<file path="config.mk">
export PLATFORM = sky130hd
export DESIGN_NAME = jtdd_dwnld_remap
export DESIGN_NICKNAME = d
export VERILOG_FILES = /design/src/rtl/jtdd_dwnld_remap_pkg.sv /design/src/rtl/jtdd_dwnld_remap_fifo.sv /design/src/rtl/jtdd_dwnld_remap.sv
export SDC_FILE = /design/constraint.sdc
export NUM_CORES = 1
export LEC_CHECK = 0
export ABC_AREA = 1
export BUFFER_PORTS_ARGS = -buffer_cell sky130_fd_sc_hd__buf_2
export CAP_MARGIN = 20
export CORE_UTILIZATION = 37
export DETAILED_ROUTE_END_ITERATION = 8
export PLACE_DENSITY = 0.53
export SYNTH_ARGS = -nofsm -noshare
export SYNTH_HDL_FRONTEND = slang
export SYNTH_SLANG_ARGS = --single-unit
</file>
<file path="constraint.sdc">
create_clock -name clk -period 2.4 [get_ports clk]
set_input_delay 0.12 -clock clk [delete_from_list [all_inputs] [get_ports clk]]
set_output_delay 0.12 -clock clk [all_outputs]
set_load 0.01 [all_outputs]
</file>
<file path="src/rtl/jtdd_dwnld_remap_pkg.sv">
// Shared download memory map for the Double Dragon core: file offsets of each ROM region,
// their SDRAM slots, and the byte-write record passed through the remap queue.
package jtdd_dwnld_remap_pkg;

  localparam logic [21:0] SCR_START  = 22'h05_8000;
  localparam logic [21:0] OBJ_START  = 22'h09_8000;
  localparam logic [21:0] MCU_START  = 22'h11_8000;
  localparam logic [21:0] PRIO_START = 22'h11_C000;
  localparam logic [21:0] FILE_END   = 22'h11_C100;

  localparam logic [21:0] SCR_BASE = 22'h04_0000;
  localparam logic [21:0] OBJ_BASE = 22'h08_0000;
  localparam logic [21:0] MCU_BASE = 22'h0C_0000;

  // Active-low lane enables
  localparam logic [1:0] MASK_LO = 2'b10;
  localparam logic [1:0] MASK_HI = 2'b01;

  typedef enum logic [2:0] {
    RGN_LIN,
    RGN_SCR,
    RGN_OBJ,
    RGN_MCU,
    RGN_PRIO,
    RGN_NONE
  } region_e;

  typedef struct packed {
    logic [21:0] addr;
    logic [7:0]  data;
    logic [1:0]  mask;
  } wr_entry_t;

  function automatic region_e region_of(input logic [21:0] a);
    if (a < SCR_START)       return RGN_LIN;
    else if (a < OBJ_START)  return RGN_SCR;
    else if (a < MCU_START)  return RGN_OBJ;
    else if (a < PRIO_START) return RGN_MCU;
    else if (a < FILE_END)   return RGN_PRIO;
    else                     return RGN_NONE;
  endfunction

endpackage

</file>
<file path="src/rtl/jtdd_dwnld_remap_fifo.sv">
// Two-entry write queue; a push into a full queue is accepted only when the head pops in the
// same cycle, otherwise it is discarded (the caller flags the overflow).
module jtdd_dwnld_remap_fifo
  import jtdd_dwnld_remap_pkg::*;
(
  input  logic      clk,
  input  logic      rst,
  input  logic      push,
  input  wr_entry_t din,
  input  logic      pop,
  output wr_entry_t head,
  output logic      empty,
  output logic      full
);

  wr_entry_t  e0, e1;
  logic [1:0] count;
  logic       push_ok, pop_ok;

  always_comb begin
    push_ok = push & (~full | pop_ok);
    pop_ok  = pop & ~empty;
  end

  always_ff @(posedge clk) begin
    if (rst) begin
      count <= 2'd0;
      e0    <= '0;
      e1    <= '0;
    end else begin
      case ({push_ok, pop_ok})
        2'b10: begin
          if (count == 2'd0) e0 <= din;
          else               e1 <= din;
          count <= count + 2'd1;
        end
        2'b01: begin
          e0    <= e1;
          count <= count - 2'd1;
        end
        2'b11: begin
          if (count == 2'd1) e0 <= din;
          else begin
            e0 <= e1;
            e1 <= din;
          end
        end
        default: ;
      endcase
    end
  end

  assign head  = e0;
  assign empty = (count == 2'd0);
  assign full  = (count == 2'd2);

endmodule

</file>
<file path="src/rtl/jtdd_dwnld_remap.sv">
// Turns the loader byte stream into SDRAM byte-lane writes, relocating scroll/object/MCU
// regions and diverting the priority PROM to its own strobe.
module jtdd_dwnld_remap
  import jtdd_dwnld_remap_pkg::*;
(
  input  logic        clk,
  input  logic        rst,
  input  logic        downloading,
  input  logic [21:0] ioctl_addr,
  input  logic [7:0]  ioctl_data,
  input  logic        ioctl_wr,
  output logic [21:0] prog_addr,
  output logic [7:0]  prog_data,
  output logic [1:0]  prog_mask,
  output logic        prog_we,
  input  logic        prog_ack,
  output logic        prom_we,
  output logic        ovf,
  output logic        dwnld_done
);

  region_e   rgn;
  logic [21:0] ofs;
  wr_entry_t dec, s1_entry, head;
  logic      s1_valid, s1_prom;
  logic      push, pop, q_empty, q_full;
  logic      prom_hold;
  logic [7:0] prom_addr, prom_data;
  logic      dl_l, done_pend, drained;

  always_comb begin
    rgn      = region_of(ioctl_addr);
    ofs      = '0;
    dec      = '0;
    dec.data = ioctl_data;
    case (rgn)
      RGN_LIN: begin
        dec.addr = {1'b0, ioctl_addr[21:1]};
        dec.mask = ioctl_addr[0] ? MASK_HI : MASK_LO;
      end
      // Tile ROM halves are interleaved: the upper half of each region fills the high lane
      RGN_SCR: begin
        ofs      = ioctl_addr - SCR_START;
        dec.addr = SCR_BASE + {5'd0, ofs[16:0]};
        dec.mask = ofs[17] ? MASK_HI : MASK_LO;
      end
      RGN_OBJ: begin
        ofs      = ioctl_addr - OBJ_START;
        dec.addr = OBJ_BASE + {4'd0, ofs[17:0]};
        dec.mask = ofs[18] ? MASK_HI : MASK_LO;
      end
      RGN_MCU: begin
        ofs      = ioctl_addr - MCU_START;
        dec.addr = MCU_BASE + {1'b0, ofs[21:1]};
        dec.mask = ofs[0] ? MASK_HI : MASK_LO;
      end
      RGN_PRIO: begin
        ofs      = ioctl_addr - PRIO_START;
        dec.addr = {14'd0, ofs[7:0]};
      end
      default: ;
    endcase
  end

  always_ff @(posedge clk) begin
    if (rst) begin
      s1_valid <= 1'b0;
      s1_prom  <= 1'b0;
      s1_entry <= '0;
    end else begin
      s1_valid <= ioctl_wr & downloading & (rgn != RGN_NONE);
      s1_prom  <= (rgn == RGN_PRIO);
      s1_entry <= dec;
    end
  end

  // SDRAM handshake: prog_we is high whenever the queue holds an entry and the address,
  // data and mask stay frozen until a cycle with prog_ack=1 retires it; ack without prog_we is ignored.
  assign push    = s1_valid & ~s1_prom;
  assign pop     = prog_ack & prog_we;
  assign prog_we = ~q_empty;

  jtdd_dwnld_remap_fifo u_fifo (
    .clk   (clk),
    .rst   (rst),
    .push  (push),
    .din   (s1_entry),
    .pop   (pop),
    .head  (head),
    .empty (q_empty),
    .full  (q_full)
  );

  // A PROM byte waits here while an SDRAM write still owns the prog_* bus
  always_ff @(posedge clk) begin
    if (rst) begin
      prom_hold <= 1'b0;
      prom_addr <= 8'd0;
      prom_data <= 8'd0;
    end else begin
      if (prom_we) prom_hold <= 1'b0;
      if (s1_valid && s1_prom) begin
        prom_hold <= 1'b1;
        prom_addr <= s1_entry.addr[7:0];
        prom_data <= s1_entry.data;
      end
    end
  end

  assign prom_we = prom_hold & q_empty;

  always_comb begin
    prog_addr = head.addr;
    prog_data = head.data;
    prog_mask = head.mask;
    if (q_empty) begin
      prog_addr = prom_hold ? {14'd0, prom_addr} : 22'd0;
      prog_data = prom_hold ? prom_data : 8'd0;
      prog_mask = 2'b00;
    end
  end

  always_ff @(posedge clk) begin
    if (rst) ovf <= 1'b0;
    else if (push && q_full && !pop) ovf <= 1'b1;
  end

  // Completion waits for the tail of the stream to leave both the decode register and the queue
  assign drained = q_empty & ~s1_valid;

  always_ff @(posedge clk) begin
    if (rst) begin
      dl_l       <= 1'b0;
      done_pend  <= 1'b0;
      dwnld_done <= 1'b0;
    end else begin
      dl_l       <= downloading;
      dwnld_done <= 1'b0;
      if (downloading) done_pend <= 1'b0;
      else if ((dl_l || done_pend) && drained) begin
        dwnld_done <= 1'b1;
        done_pend  <= 1'b0;
      end else if (dl_l) done_pend <= 1'b1;
    end
  end

endmodule
</file>
* Word level (Yosys, flattened, before mapping)
Index checks and enable logic that the tools add are counted.
** Operators by class
- Add/subtract/negate cells :: 9
- $mul :: 0
- Divide/modulo/power cells :: 0
- Order comparisons :: 5
- Equal/unequal tests :: 13
- Shift-type cells :: 0
- Muxes and demuxes :: 26
- Bitwise logic cells :: 13
- Reduce and logical (&&, ||, !) cells :: 16
** Operators with widths (count)
- $mux W32 :: 4
- $pmux W22 S5 :: 1
- $pmux W32 S3 :: 1
- $lt A22 B21 Y1 const B :: 3
- $pmux W32 S2 :: 1
- $mux W8 :: 3
- $add A20 B21 Y22 const A :: 1
- $lt A22 B19 Y1 const B :: 1
- $lt A22 B20 Y1 const B :: 1
- $mux W22 :: 1
- $sub A22 B21 Y22 const B :: 1
- $add A20 B18 Y21 const A :: 1
- $add A19 B17 Y20 const A :: 1
- $sub A19 B17 Y19 const B :: 1
- $sub A18 B17 Y18 const B :: 1
- $mux W3 :: 4
- $mux W2 :: 5
- $and A1 B1 Y1 :: 8
- $pmux W2 S4 :: 1
- $sub A8 B1 Y8 const B :: 1
- $eq A2 B2 Y1 const B :: 3
- $eq A3 B2 Y1 const B :: 2
- $ne A2 B2 Y1 const B :: 3
- $reduce_bool A2 Y1 :: 3
- other kinds (20) :: 30
** Storage, ports and cells
- Flip-flop bits (word level) :: 121
- Bits in latches :: 0
- Memory bits (writable) :: 0
- ROM bits :: 0
- Bits of input ports :: 35
- Logic and storage cells :: 101
- Memories :: 0

* Longest topological paths before layout
Gate-level depths: netlist (run 1).
- Word-level depth :: 9
- Gate-level depth with buffers :: 13

* Cells and area by module
A second synthesis (run 1) with hierarchy kept.
** Unflattened totals
- Cells, all modules :: 846
- Area, all modules :: 5788.1 um^2
** By module, submodules not included
- jtdd_dwnld_remap_fifo :: instances 1, cells an instance 481, area an instance 3150.5 um^2
- jtdd_dwnld_remap :: instances 1, cells an instance 365, area an instance 2637.5 um^2

* Worst setup path before layout (run 1)
Ideal clock, no wire load.
- Path kind :: flip-flop to flip-flop
- Start :: register u_fifo.count[0]
- End :: register u_fifo.e1[26] (netlist name)
- Setup time :: 116 ps
- Arrival :: 1585 ps
- Data required time :: 2284 ps
- Path slack :: 699 ps
- Cell stages (with the launch flop) :: 13
- Buffers on the path :: 2
- Period minus slack after synthesis :: 1701 ps
- Cells stage by stage :: dfxtp_1 > inv_1 > ha_1 > buf_4 > inv_4 > nand2_8 > clkinv_2 > nand2_1 > o21ai_2 > nand2_4 > buf_4 > o21ai_0 > nor2_1
** On the way
- Word-level cells in the longest chain between the ends :: 9
- Elaborated cells on any way between the ends :: 16
- Classes of those cells :: eq/ne (6); mux (1); bitwise (6); reduce/logical (3)
** RTL lines
- from (decl) :: line jtdd_dwnld_remap_fifo.sv:17 : logic [1:0] count;
- from (signal assigned) :: line jtdd_dwnld_remap_fifo.sv:35 : count <= count + 2'd1;
- from (signal assigned) :: line jtdd_dwnld_remap_fifo.sv:39 : count <= count - 2'd1;
- $logic_not A2 Y1 :: line jtdd_dwnld_remap_fifo.sv:33, jtdd_dwnld_remap_fifo.sv:54
- $not A1 Y1 :: line jtdd_dwnld_remap_fifo.sv:22, jtdd_dwnld_remap.sv:81
- $and A1 B1 Y1 :: line jtdd_dwnld_remap.sv:80 : assign pop = prog_ack & prog_we;
- $and A1 B1 Y1 :: line jtdd_dwnld_remap_fifo.sv:22 : pop_ok = pop & ~empty;
- $or A1 B1 Y1 :: line jtdd_dwnld_remap_fifo.sv:21 : push_ok = push & (~full | pop_ok);
- $and A1 B1 Y1 :: line jtdd_dwnld_remap_fifo.sv:21
- $eq A2 B2 Y1 :: line jtdd_dwnld_remap_fifo.sv:31 : case ({push_ok, pop_ok})
- $ne A2 B2 Y1 (no source line) or $reduce_bool A2 Y1 (tied branches)
- $reduce_and A3 Y1 (no source line)
- to (signal assigned) :: line jtdd_dwnld_remap_fifo.sv:34 : else e1 <= din;
- to (signal assigned) :: line jtdd_dwnld_remap_fifo.sv:45 : e1 <= din;
- to (decl) :: line jtdd_dwnld_remap_fifo.sv:16 : wr_entry_t e0, e1;
Parallel ways exist; a longest one is shown, timed or not.
A chain may end at the register's enable or synchronous reset.

* Final worst setup path (run 1)
- Start :: register u_fifo.count[0]
- End :: output prog_addr[0]
** On the way
- Word-level cells in the longest chain between the ends :: 2
** RTL lines
- $logic_not A2 Y1 :: line jtdd_dwnld_remap_fifo.sv:54 : assign empty = (count == 2'd0);
- $mux W22 :: line jtdd_dwnld_remap.sv:116 : if (q_empty) begin
- to (decl) :: line jtdd_dwnld_remap.sv:12 : output logic [21:0] prog_addr,
Every way passes these cells.

==> summary.md, run 1 <==
| Metric | Value |
|---|---|
| CTS buffer count | 17 |
| Most frequent cell after synthesis | nor2_1 |
| P&R area growth vs syn | 26.1% |
| Crit path max-delay cell type | dfxtp_1 |
| Final Hold Fails | 0 |
| Post-synth EDFFs | 0 |
| Pwr Density | 871 mW/mm² |
| Critical R2R Launch | u_fifo.count[0] |
| I/O pin count | 71 |
| Top delay family on crit path | buffers and inverters |
| Initial antenna violation count | 0 |
| Final worst path period need | 2240 ps |
| Share of cells above drive strength 1 | 16.0% |
| Stages on worst setup path | 7 |
| CP cell instances | inv_1 -> ha_1 -> buf_4 -> nand2_1 -> clkinv_2 -> a22o_1 -> buf_2 |
| GR Overflow Total | 0 |
| Largest cells by area after synthesis | dfxtp_1 47%, nor2_1 11%, nand2_1 7.2% |
| Logic gate share of total power | 15.1% |
| Reg-to-Reg End | u_fifo.head[20] |
| Main synth FF type | dfxtp_1 |
| Psw | 0.00151 W |
| CTS tree | yes |
| Gpl congestion | 0.808 |
| Clk pwr share | 45.0% |
| Fmax | 447 MHz |
| Number of core rows | 42 |
| CP max FO | 18 |
| Slew headroom | 60.6% |
| H-tree lvl count | 4 |
| Routed length per instance | 13.7 µm |
| Antenna Nets Post-Route | 0 |
| Hold depth | 3 |
| Initial drt markers | 278 |
| Final worst clock skew | 9.93 ps |
| Met3 Track Usage GR | 5.09% |
| Internal Pwr Total | 0.00421 W |
| Seq cells post-synth | 121 |
| Register area | 0.00242 mm² |
| Core ar. | 0.0135 mm² |
| Area of the multi-input gates | 0.00234 mm² |
| Die span in y | 121 µm |
| Hold path endpoint | s1_entry[17] |
| Post-synth cell types | 39 |
| Top cell type's share of synthesized area | 46.5% |
| Final net count | 821 |
| Final period util | 93.2% |
| Met1 usage | 24.2% |
| Least-Margin Pin Slew | 590 ps |
| Post-Syn Instances | 693 |
| Commonest cells in the netlist | 148 x nor2_1, 121 x dfxtp_1, 100 x nand2_1 |
| Critical path arrival | 2120 ps |
| Clock sink count | 121 |
| Total GRT Usage | 19.5% |
| Starting Density | 38.5% |
| ANT cells | 0 |
| Dpl hpwl | 8.38 mm |
| Ys async rst share | 0% |
| Seq pwr share | 39.8% |
| Max Cap Viol | 0 |
| Global-route wire length before repair | 21.7 mm |
| Hold path startpoint | ioctl_addr[7] |
| Worst path bufs/invs | 4 |
| FILL cells | 1340 |
| Clock latency at the later pin of the worst-skew pair | 420 ps |
| Clock transition at path regs | 50 ps |
| Synth Cell Area | 0.00520 mm² |
| R2r worst-path depth | 10 |
| Worst setup path start | u_fifo.count[0] |
| Die W | 121 µm |
| Worst VDD drop | 0.000568 V |
| DRC viols | 0 |
| Post-synth net total | 733 |
| Final wirelength | 13.3 mm |
| Via density | 4.83 |
| Lkg Pwr | 2.75 nW |
| IO Port Bufs | 70 |
| Reg2reg setup slack | 290 ps |
| Clk buf depth | 2 |
| CTS Root Cell | clkbuf_16 |
| Final Max Tran Viols | 0 |
| Area leader, netlist | dfxtp_1 |
| Critical path class | flop to output port |
| CP startpoint kind | flop |
| Met2 Use GR | 32.1% |
| # setup viols final | 0 |
| Global-route layer with the greatest usage | met2 |
| Synthesized area per cell | 7.51 µm² |
| Pre-antenna DRT Iters | 4 |
| Fin util | 48.6% |
| Die area | 0.0145 mm² |
| Sequential area share after synthesis | 46.5% |
| Crit path largest cell delay | 380 ps |
| YS warnings | 0 |
| Switching share of total power | 26.3% |
| Setup TNS | 0 ps |
| Unrepaired setup endpoints after global routing | no |
| Routed via count | 4688 |
| Largest net degree at the start of global routing | 65 |
| Min-Delay Path Class | input pin to flop |
| Critical Path RT | 2280 ps |
| Status | finished, final reports clean |
| Number of global-route vias before repair | 4403 |
| Critical Path Sink Type | output port |
[area by class of cell]
class	count	area share [%]
Sequential cell	121	36.9
Inverter	53	3.11
Clock buffer	25	7.40
Multi-Input combinational cell	477	35.7
Timing Repair Buffer	111	11.7
Clock inverter	7	1.75
Tap cell	176	3.36
[power groups by stage]
stage	clock network [W]	registers [W]	logic (W)
3_3_place_gp	0	0.00232	0.000818
5_1_grt	0.00272	0.00229	0.000975
4_1_cts	0.00261	0.00227	0.000872
6_report	0.00257	0.00228	0.000865
2_1_floorplan	0	0.00229	0.000626
3_5_place_dp	0	0.00232	0.000832
[cell families (layout without fill, tap and decap cells)]
group / after synthesis / in the layout / share of synthesized area (%)
AND/OR/NAND/NOR: 302 / 302 / 24.8
AO/OA/AOI/OAI: 165 / 165 / 18.1
flip-flops: 121 / 121 / 46.5
buffers and inverters: 95 / 196 / 8.44
adder cells (fa/ha/maj): 5 / 5 / 1.20
XOR/XNOR: 5 / 5 / 0.841
[metal layers]
layer | part of all wire [%] | up-vias
li1 | - | 2458
met1 | 48 | 2124
met2 | 47 | 92
met4 | 1.2 | 0
met3 | 4.0 | 14
met5 | 0 | -
[worst register-to-register path: stages, from the launching register on]
cell and delay (ps):
dfxtp_1 380, inv_1 80, ha_1 240, inv_4 230
nand2_8 110, clkinv_2 70, buf_4 180, nand2_1 260
buf_12 260, nand2_1 80, a31oi_1 80
[worst max-delay path by stage]
stage                      end  slack, ps
6_report          prog_addr[0]        160
5_1_grt           prog_data[7]         40
4_1_cts           prog_data[7]        140
3_5_place_dp   u_fifo.head[20]        300
3_3_place_gp      prog_addr[0]        340
2_1_floorplan    u_fifo.e1[26]        700
[placed cells by master, fill, tap and decap left out, types with 4 or more instances in the layout]
cell type      Yosys  routed
a21oi_1           20      20
a22o_1            16      16
a31oi_1           33      33
buf_2              6      70
buf_4              5       8
clkbuf_1          23       5
clkbuf_16          0      17
clkinv_2           1       4
dfxtp_1          121     121
dlygate4sd3_1      0      30
ha_1               5       5
inv_1             49      48
nand2_1          100     100
nand3_1           35      35
nor2_1           148     148
nor3_1             4       4
o21ai_0           56      56
o21ai_1           33      33
xor2_1             5       5
[registers in the layout, indices dropped and copies added (netlist names)]
| register | flops |
|---|---|
| dwnld_done | 1 |
| ovf | 1 |
| prom_addr | 8 |
| prom_data | 8 |
| s1_entry | 32 |
| s1_valid | 1 |
| done_pend | 1 |
| s1_prom | 1 |
| u_fifo.count | 2 |
| u_fifo.head | 32 |
| u_fifo.e1 | 32 |
| dl_l | 1 |
| prom_hold | 1 |
[stage by stage]
stage / power (W) / cell area [µm²] / cells / setup WS, ps / hold slack [ps]
floorplan: 0.00291 / 5200 / 693 / 699 / 199
global placement: 0.00313 / 5660 / 908 / 344 / 322
detailed placement: 0.00315 / 5660 / 908 / 299 / 329
CTS: 0.00576 / 6560 / 970 / 139 / 9.73
global route: 0.00599 / 6560 / 970 / 37.5 / 38.6
finish: 0.00571 / 6560 / 970 / 164 / 16.6
[timing repair]
action / 4_1_cts / 5_1_grt
endpoints found under the hold margin: 25 / 0
gates resized for setup: 1 / 0
hold buffers: 30 / 0
setup buffers: 0 / 0
endpoints found under the setup margin: 16 / 0
Power figures use the tool's default switching activity.
==> run 2, diff against run 1 <==
--- a/config.mk
+++ b/config.mk
@@ -11,6 +11,8 @@
 export CORE_UTILIZATION = 37
 export DETAILED_ROUTE_END_ITERATION = 8
 export PLACE_DENSITY = 0.53
+export RECOVER_POWER = 25
+export SLEW_MARGIN = 15
 export SYNTH_ARGS = -nofsm -noshare
 export SYNTH_HDL_FRONTEND = slang
 export SYNTH_SLANG_ARGS = --single-unit
==> run 2 against run 1 <==
Sequential power hardly changed. Final cell count unchanged. Global-route usage did not move. Core utilization fell by 0.11 points. Fmax decreased by 0.13%. Power is 0.10% lower. Die area unchanged. Non-clock buffer count unchanged. Critical endpoint unchanged. Largest power group unchanged. Highest routed layer unchanged.
==> summary.md, run 2 (synthesis results as in run 1) <==
| Metric | Value |
|---|---|
| Antenna Nets Post-Route | 0 (unchanged) |
| Die area | 0.0145 mm² (unchanged) |
| Number of global-route vias before repair | 4403 (unchanged) |
| CTS Root Cell | clkbuf_16 |
| Critical R2R Launch | u_fifo.count[0] |
| I/O pin count | 71 (unchanged) |
| Hold path startpoint | ioctl_addr[7] |
| Critical path class | flop to output port |
| Final Hold Slack | 13.8 ps (-2.83 ps) |
| Least-Margin Pin Slew | 576 ps (-14.4 ps) |
| Lkg Pwr | 2.72 nW (-0.88%) |
| Reg2reg setup slack | 310 ps (+20 ps) |
| Most frequent cells in the layout | 148 x nor2_1, 121 x dfxtp_1, 100 x nand2_1 |
| Number of core rows | 42 (unchanged) |
| Crit path largest cell delay | 380 ps (about the same) |
| Initial drt markers | 287 (+3.2%) |
| Routed length per instance | 13.8 µm (+0.35%) |
| Dpl ws | 299 ps (unchanged) |
| Hold path endpoint | s1_entry[17] |
| Setup TNS | 0 ps (unchanged) |
| Largest net degree at the start of global routing | 65 (unchanged) |
| Max Cap Viol | 0 (unchanged) |
| Slew headroom | 61.6% (+0.96 points) |
| Final Max Tran Viols | 0 (unchanged) |
| Setup slack after layout | 161 ps (-2.82 ps) |
| Hold depth | 3 (unchanged) |
| Reg-to-Reg End | u_fifo.head[20] |
| IO Port Bufs | 70 (unchanged) |
| Via density | 4.88 (+0.87%) |
| Final worst clock skew | 6.99 ps (-2.94 ps) |
| Design area | 0.00655 mm² (-0.23%) |
| Clock sink count | 121 (unchanged) |
| Pwr Density | 872 mW/mm² (+0.13%) |
| Final non-filler cell total | 970 (unchanged) |
| Die W | 121 µm (unchanged) |
| Fmax | 447 MHz (-0.13%) |
| DRC viols | 0 (unchanged) |
| Final Hold Fails | 0 (unchanged) |
| R2r worst-path depth | 10 (unchanged) |
| P&R area growth vs syn | 25.8% |
| Pre-antenna DRT Iters | 4 (unchanged) |
| Critical Path RT | 2280 ps (about the same) |
| GR Overflow Total | 0 (unchanged) |
| Final worst path period need | 2240 ps (+2.82 ps) |
| Final net count | 821 (unchanged) |
| Placed Instances | 908 (unchanged) |
| Worst VDD drop | 0.000567 V (-0.15%) |
| ANT cells | 0 (unchanged) |
| Dpl hpwl | 8.38 mm (unchanged) |
| Starting Density | 38.5% (unchanged) |
| Share of cells above drive strength 1 | 15.0% (-1.0 points) |
| Status | finished, final reports clean |
| Global-route wire length before repair | 21.7 mm (unchanged) |
| Clock transition at path regs | 50 ps (about the same) |
| # setup viols final | 0 (unchanged) |
| Routed via count | 4729 (+0.87%) |
| Initial antenna violation count | 0 (unchanged) |
| Worst path bufs/invs | 4 (unchanged) |
| H-tree lvl count | 4 (unchanged) |
| Die span in y | 121 µm (unchanged) |
| Post-CTS setup repair buffer count | 0 (unchanged) |
| Final period util | 93.3% (+0.12 points) |
| Most common cell after layout, fill and taps aside | nor2_1 |
| Top delay family on crit path | buffers and inverters |
| CTS tree | yes |
| Crit path max-delay cell type | dfxtp_1 |
| Unrepaired setup endpoints after global routing | no |
| Placed cell areas | 0.00566 mm² (unchanged) |
| Critical Path Sink Type | output port |
| Total GRT Usage | 19.5% (unchanged) |
| Critical path arrival | 2120 ps (about the same) |
| Clock latency at the later pin of the worst-skew pair | 420 ps (about the same) |
| Core ar. | 0.0135 mm² (unchanged) |
| CP max FO | 18 (unchanged) |
| Gpl congestion | 0.808 (unchanged) |
| Min-Delay Path Class | input pin to flop |
| CP startpoint kind | flop |
| CP cell instances | inv_1 -> ha_1 -> buf_4 -> nand2_1 -> clkinv_2 -> a22o_1 -> buf_2 |
| Final wirelength | 13.4 mm (+0.35%) |
| CTS buffer count | 17 (unchanged) |
| Clk buf depth | 2 (unchanged) |
## run 2: changes by cell type in the layout (fill, tap and decap cells not counted), sizes merged
cell	delta
clkbuf	+7
buf	-7
## run 2: worst reg2reg max path, cell delays in order, from the launching register on
cell      delay (ps)
dfxtp_1          380
inv_1             80
ha_1             240
inv_4            230
nand2_8          110
clkinv_2          70
buf_4            180
nand2_1          250
buf_12           260
nand2_1           70
a31oi_1           80
## run 2: layer usage
layer  GRT usage, %  part of all wire, %  routed length (µm)  vias to the layer above
met5              0                    0                   0                        -
met4           7.56                  1.3                 177                        0
met3           5.09                  4.6                 618                       18
met2           32.1                   47                6300                      102
met1           24.2                   47                6290                     2149
li1               -                    -                   -                     2460
## run 2: timing repair
action	CTS	global route
gates resized for setup	1	0
endpoints found under the hold margin	25	0
hold buffers	30	0
setup endpoints to repair	16	0
## run 2: final cells by class
| type | count | area, µm² |
|---|---|---|
| sequential | 121 | 2420 |
| tap | 176 | 220 |
| inverter | 53 | 204 |
| fill | 1347 | 6960 |
| timing repair buffer | 111 | 762 |
| multi-input combinational | 477 | 2340 |
| clock inverter | 7 | 115 |
| clock buffer | 25 | 485 |
## run 2: power by group
part	internal [W]	switching [W]	leakage, nW
logic	0.000315	0.000546	1.45
clock network	0.00171	0.000861	0.287
registers	0.00218	0.0000942	0.986
total	0.00421	0.00150	2.72
## run 2: worst max-delay path by stage
stage / from / slack (ps) / endpoint / depth (start not counted)
2_1_floorplan: u_fifo.count[0] / 700 / u_fifo.e1[26] / 12
5_1_grt: u_fifo.count[0] / 40 / prog_data[7] / 7
4_1_cts: u_fifo.count[0] / 140 / prog_data[7] / 7
6_report: u_fifo.count[0] / 160 / prog_addr[0] / 7
3_3_place_gp: u_fifo.count[0] / 340 / prog_addr[0] / 7
3_5_place_dp: u_fifo.count[0] / 300 / u_fifo.head[20] / 10
## run 2: per-stage QoR
step	total power (W)	utilization [%]
after floorplan	0.00291	-
after global placement	0.00313	41.9
after detailed placement	0.00315	41.9
after CTS	0.00576	48.6
after global routing	0.00598	48.5
final	0.00571	48.5
==> run 3, diff against run 2 <==
--- a/config.mk
+++ b/config.mk
@@ -12,6 +12,7 @@
 export DETAILED_ROUTE_END_ITERATION = 8
 export PLACE_DENSITY = 0.53
 export RECOVER_POWER = 25
+export REMOVE_ABC_BUFFERS = 1
 export SLEW_MARGIN = 15
 export SYNTH_ARGS = -nofsm -noshare
 export SYNTH_HDL_FRONTEND = slang
==> run 3 against run 2 <==
Global-route usage shrank 0.37 points. Register-to-register slack gained 60 ps. Flip-flop and latch count is the same. First-iteration DRC count shrank 0.35%. Clock-buffer cell count is the same. Die area is the same. Clock skew shrank 1.1 ps. Setup slack gained 89 ps. Critical endpoint is now s1_entry[12]. Highest routed layer unchanged. Critical path depth grew 3.
==> summary.md, run 3 (synthesis results as in run 1) <==
| Metric | Value |
|---|---|
| CTS tree | yes |
| Dpl ws | 380 ps (+80.7 ps) |
| Routed length per instance | 13.4 µm (-2.6%) |
| Worst VDD drop | 0.000486 V (-14%) |
| Core ar. | 0.0135 mm² (unchanged) |
| Die W | 121 µm (unchanged) |
| Clock latency at the later pin of the worst-skew pair | 410 ps (about the same) |
| Final worst path period need | 2150 ps (-89.2 ps) |
| Pre-antenna DRT Iters | 4 (unchanged) |
| CP startpoint kind | input pin |
| Register area | 0.00242 mm² (unchanged) |
| Design area | 0.00652 mm² (-0.48%) |
| Final net count | 817 (-0.49%) |
| Die area | 0.0145 mm² (unchanged) |
| Gpl congestion | 0.812 (+0.51%) |
| P&R area growth vs syn | 25.2% |
| Final wirelength | 13.0 mm (-3.0%) |
| CTS buffer count | 17 (unchanged) |
| Post-CTS setup repair buffer count | 0 (unchanged) |
| Status | finished, final reports clean |
| H-tree lvl count | 4 (unchanged) |
| Reg-to-Reg End | u_fifo.e1[29] |
| Critical Path Sink Type | flop |
| Die span in y | 121 µm (unchanged) |
| Total GRT Usage | 19.1% (-0.37 points) |
| Routed via count | 4678 (-1.1%) |
| Final worst clock skew | 5.86 ps (-1.13 ps) |
| Number of global-route vias before repair | 4538 (+3.1%) |
| Final Max Tran Viols | 0 (unchanged) |
| Slew headroom | 44.6% (-17 points) |
| Initial drt markers | 286 (-0.35%) |
| Worst setup path end | s1_entry[12] |
| Placed cell areas | 0.00565 mm² (-0.22%) |
| Pwr Density | 878 mW/mm² (+0.69%) |
| Clock sink count | 121 (unchanged) |
| Final Hold Fails | 0 (unchanged) |
| I/O pin count | 71 (unchanged) |
| Dpl hpwl | 8.02 mm (-4.3%) |
| FILL cells | 1355 (+0.59%) |
| Critical path class | input pin to flop |
| Global-route wire length before repair | 21.5 mm (-0.70%) |
| # setup viols final | 0 (unchanged) |
| ANT cells | 0 (unchanged) |
| Hold depth | 3 (unchanged) |
| Area of the multi-input gates | 0.00234 mm² (+0.27%) |
| Lkg Pwr | 2.71 nW (-0.55%) |
| Reg2reg setup slack | 370 ps (+60 ps) |
| Clock transition at path regs | 50 ps (about the same) |
| CTS resizes | 0 (-1) |
| IO Port Bufs | 70 (unchanged) |
| Largest net degree at the start of global routing | 69 (+6.2%) |
| Max Cap Viol | 0 (unchanged) |
| Antenna Nets Post-Route | 0 (unchanged) |
| Critical Path RT | 2690 ps (+410 ps) |
| R2r worst-path depth | 11 (+1) |
| Hold path startpoint | ioctl_addr[0] |
| DRC viols | 0 (unchanged) |
| Share of cells above drive strength 1 | 15.4% (+0.46 points) |
| CP max FO | 9 (-9) |
| Starting Density | 38.5% (unchanged) |
| Unrepaired setup endpoints after global routing | no |
| Critical R2R Launch | u_fifo.count[0] |
| GR Overflow Total | 0 (unchanged) |
| Most frequent cells in the layout | 148 x nor2_1, 121 x dfxtp_1, 100 x nand2_1 |
| Min-Delay Path Class | input pin to flop |
| Final period util | 89.6% (-3.7 points) |
| Number of core rows | 42 (unchanged) |
| Worst setup path start | ioctl_addr[14] |
| Most common cell after layout, fill and taps aside | nor2_1 |
| Via density | 4.84 (-0.67%) |
| Least-Margin Pin Slew | 831 ps (+255 ps) |
| Critical path arrival | 2440 ps (+320 ps) |
| Initial antenna violation count | 0 (unchanged) |
| Setup slack after layout | 250 ps (+89.2 ps) |
| Clk buf depth | 2 (unchanged) |
| CTS Root Cell | clkbuf_16 |
| Fmax | 465 MHz (+4.1%) |
run 3: worst min-delay path by stage:
stage / end / slack (ps)
2_1_floorplan: prom_hold / 190
3_3_place_gp: done_pend / 320
3_5_place_dp: dwnld_done / 320
4_1_cts: s1_entry[10] / 4
5_1_grt: s1_entry[10] / 9
6_report: s1_entry[10] / 20
run 3: per-stage QoR:
| step | cells | hold WS [ps] | total power (W) | utilization, % | setup TNS [ps] |
|---|---|---|---|---|---|
| global route | 966 | 9.34 | 0.00601 | 48.2 | 0 |
| detailed placement | 908 | 323 | 0.00313 | 41.8 | 0 |
| finish | 966 | 24.6 | 0.00572 | 48.2 | 0 |
| global placement | 908 | 316 | 0.00311 | 41.8 | 0 |
| floorplan | 651 | 189 | 0.00283 | - | -141 |
| CTS | 966 | 4.22 | 0.00578 | 48.3 | 0 |
run 3: power by group:
group | switching (W) | leakage (nW) | internal [W]
registers | 0.0000941 | 0.986 | 0.00218
logic | 0.000540 | 1.42 | 0.000303
clock network | 0.000836 | 0.303 | 0.00176
total | 0.00147 | 2.71 | 0.00425
run 3: area by class of cell:
class / count / area share, %
Clock buffer: 25 / 7.76
Clock inverter: 7 / 1.73
Inverter: 53 / 3.11
Multi-Input combinational cell: 477 / 36.0
Sequential cell: 121 / 37.2
Tap cell: 176 / 3.38
Timing Repair Buffer: 107 / 10.9
run 3: layer usage:
metal,vias to the layer above,part of all wire [%],track usage (%)
met3,6,4.0,5.42
met4,0,0.62,6.64
met2,92,50,34.2
met5,-,0,0
met1,2135,45,21.6
li1,2445,-,-
run 3: worst max-delay path, cell delays in order:
cell,delay [ps]
dlygate4sd3_1,520
clkbuf_1,140
nand2_1,70
nor2_1,160
nand3_1,210
nand4_2,230
nand3_2,240
nand2_1,120
a21oi_1,70
dlygate4sd3_1,570
run 3: what timing repair did:
action | in CTS | in global routing
setup endpoints to repair | 0 | 0
hold buffers | 26 | 0
endpoints found under the hold margin | 26 | 0
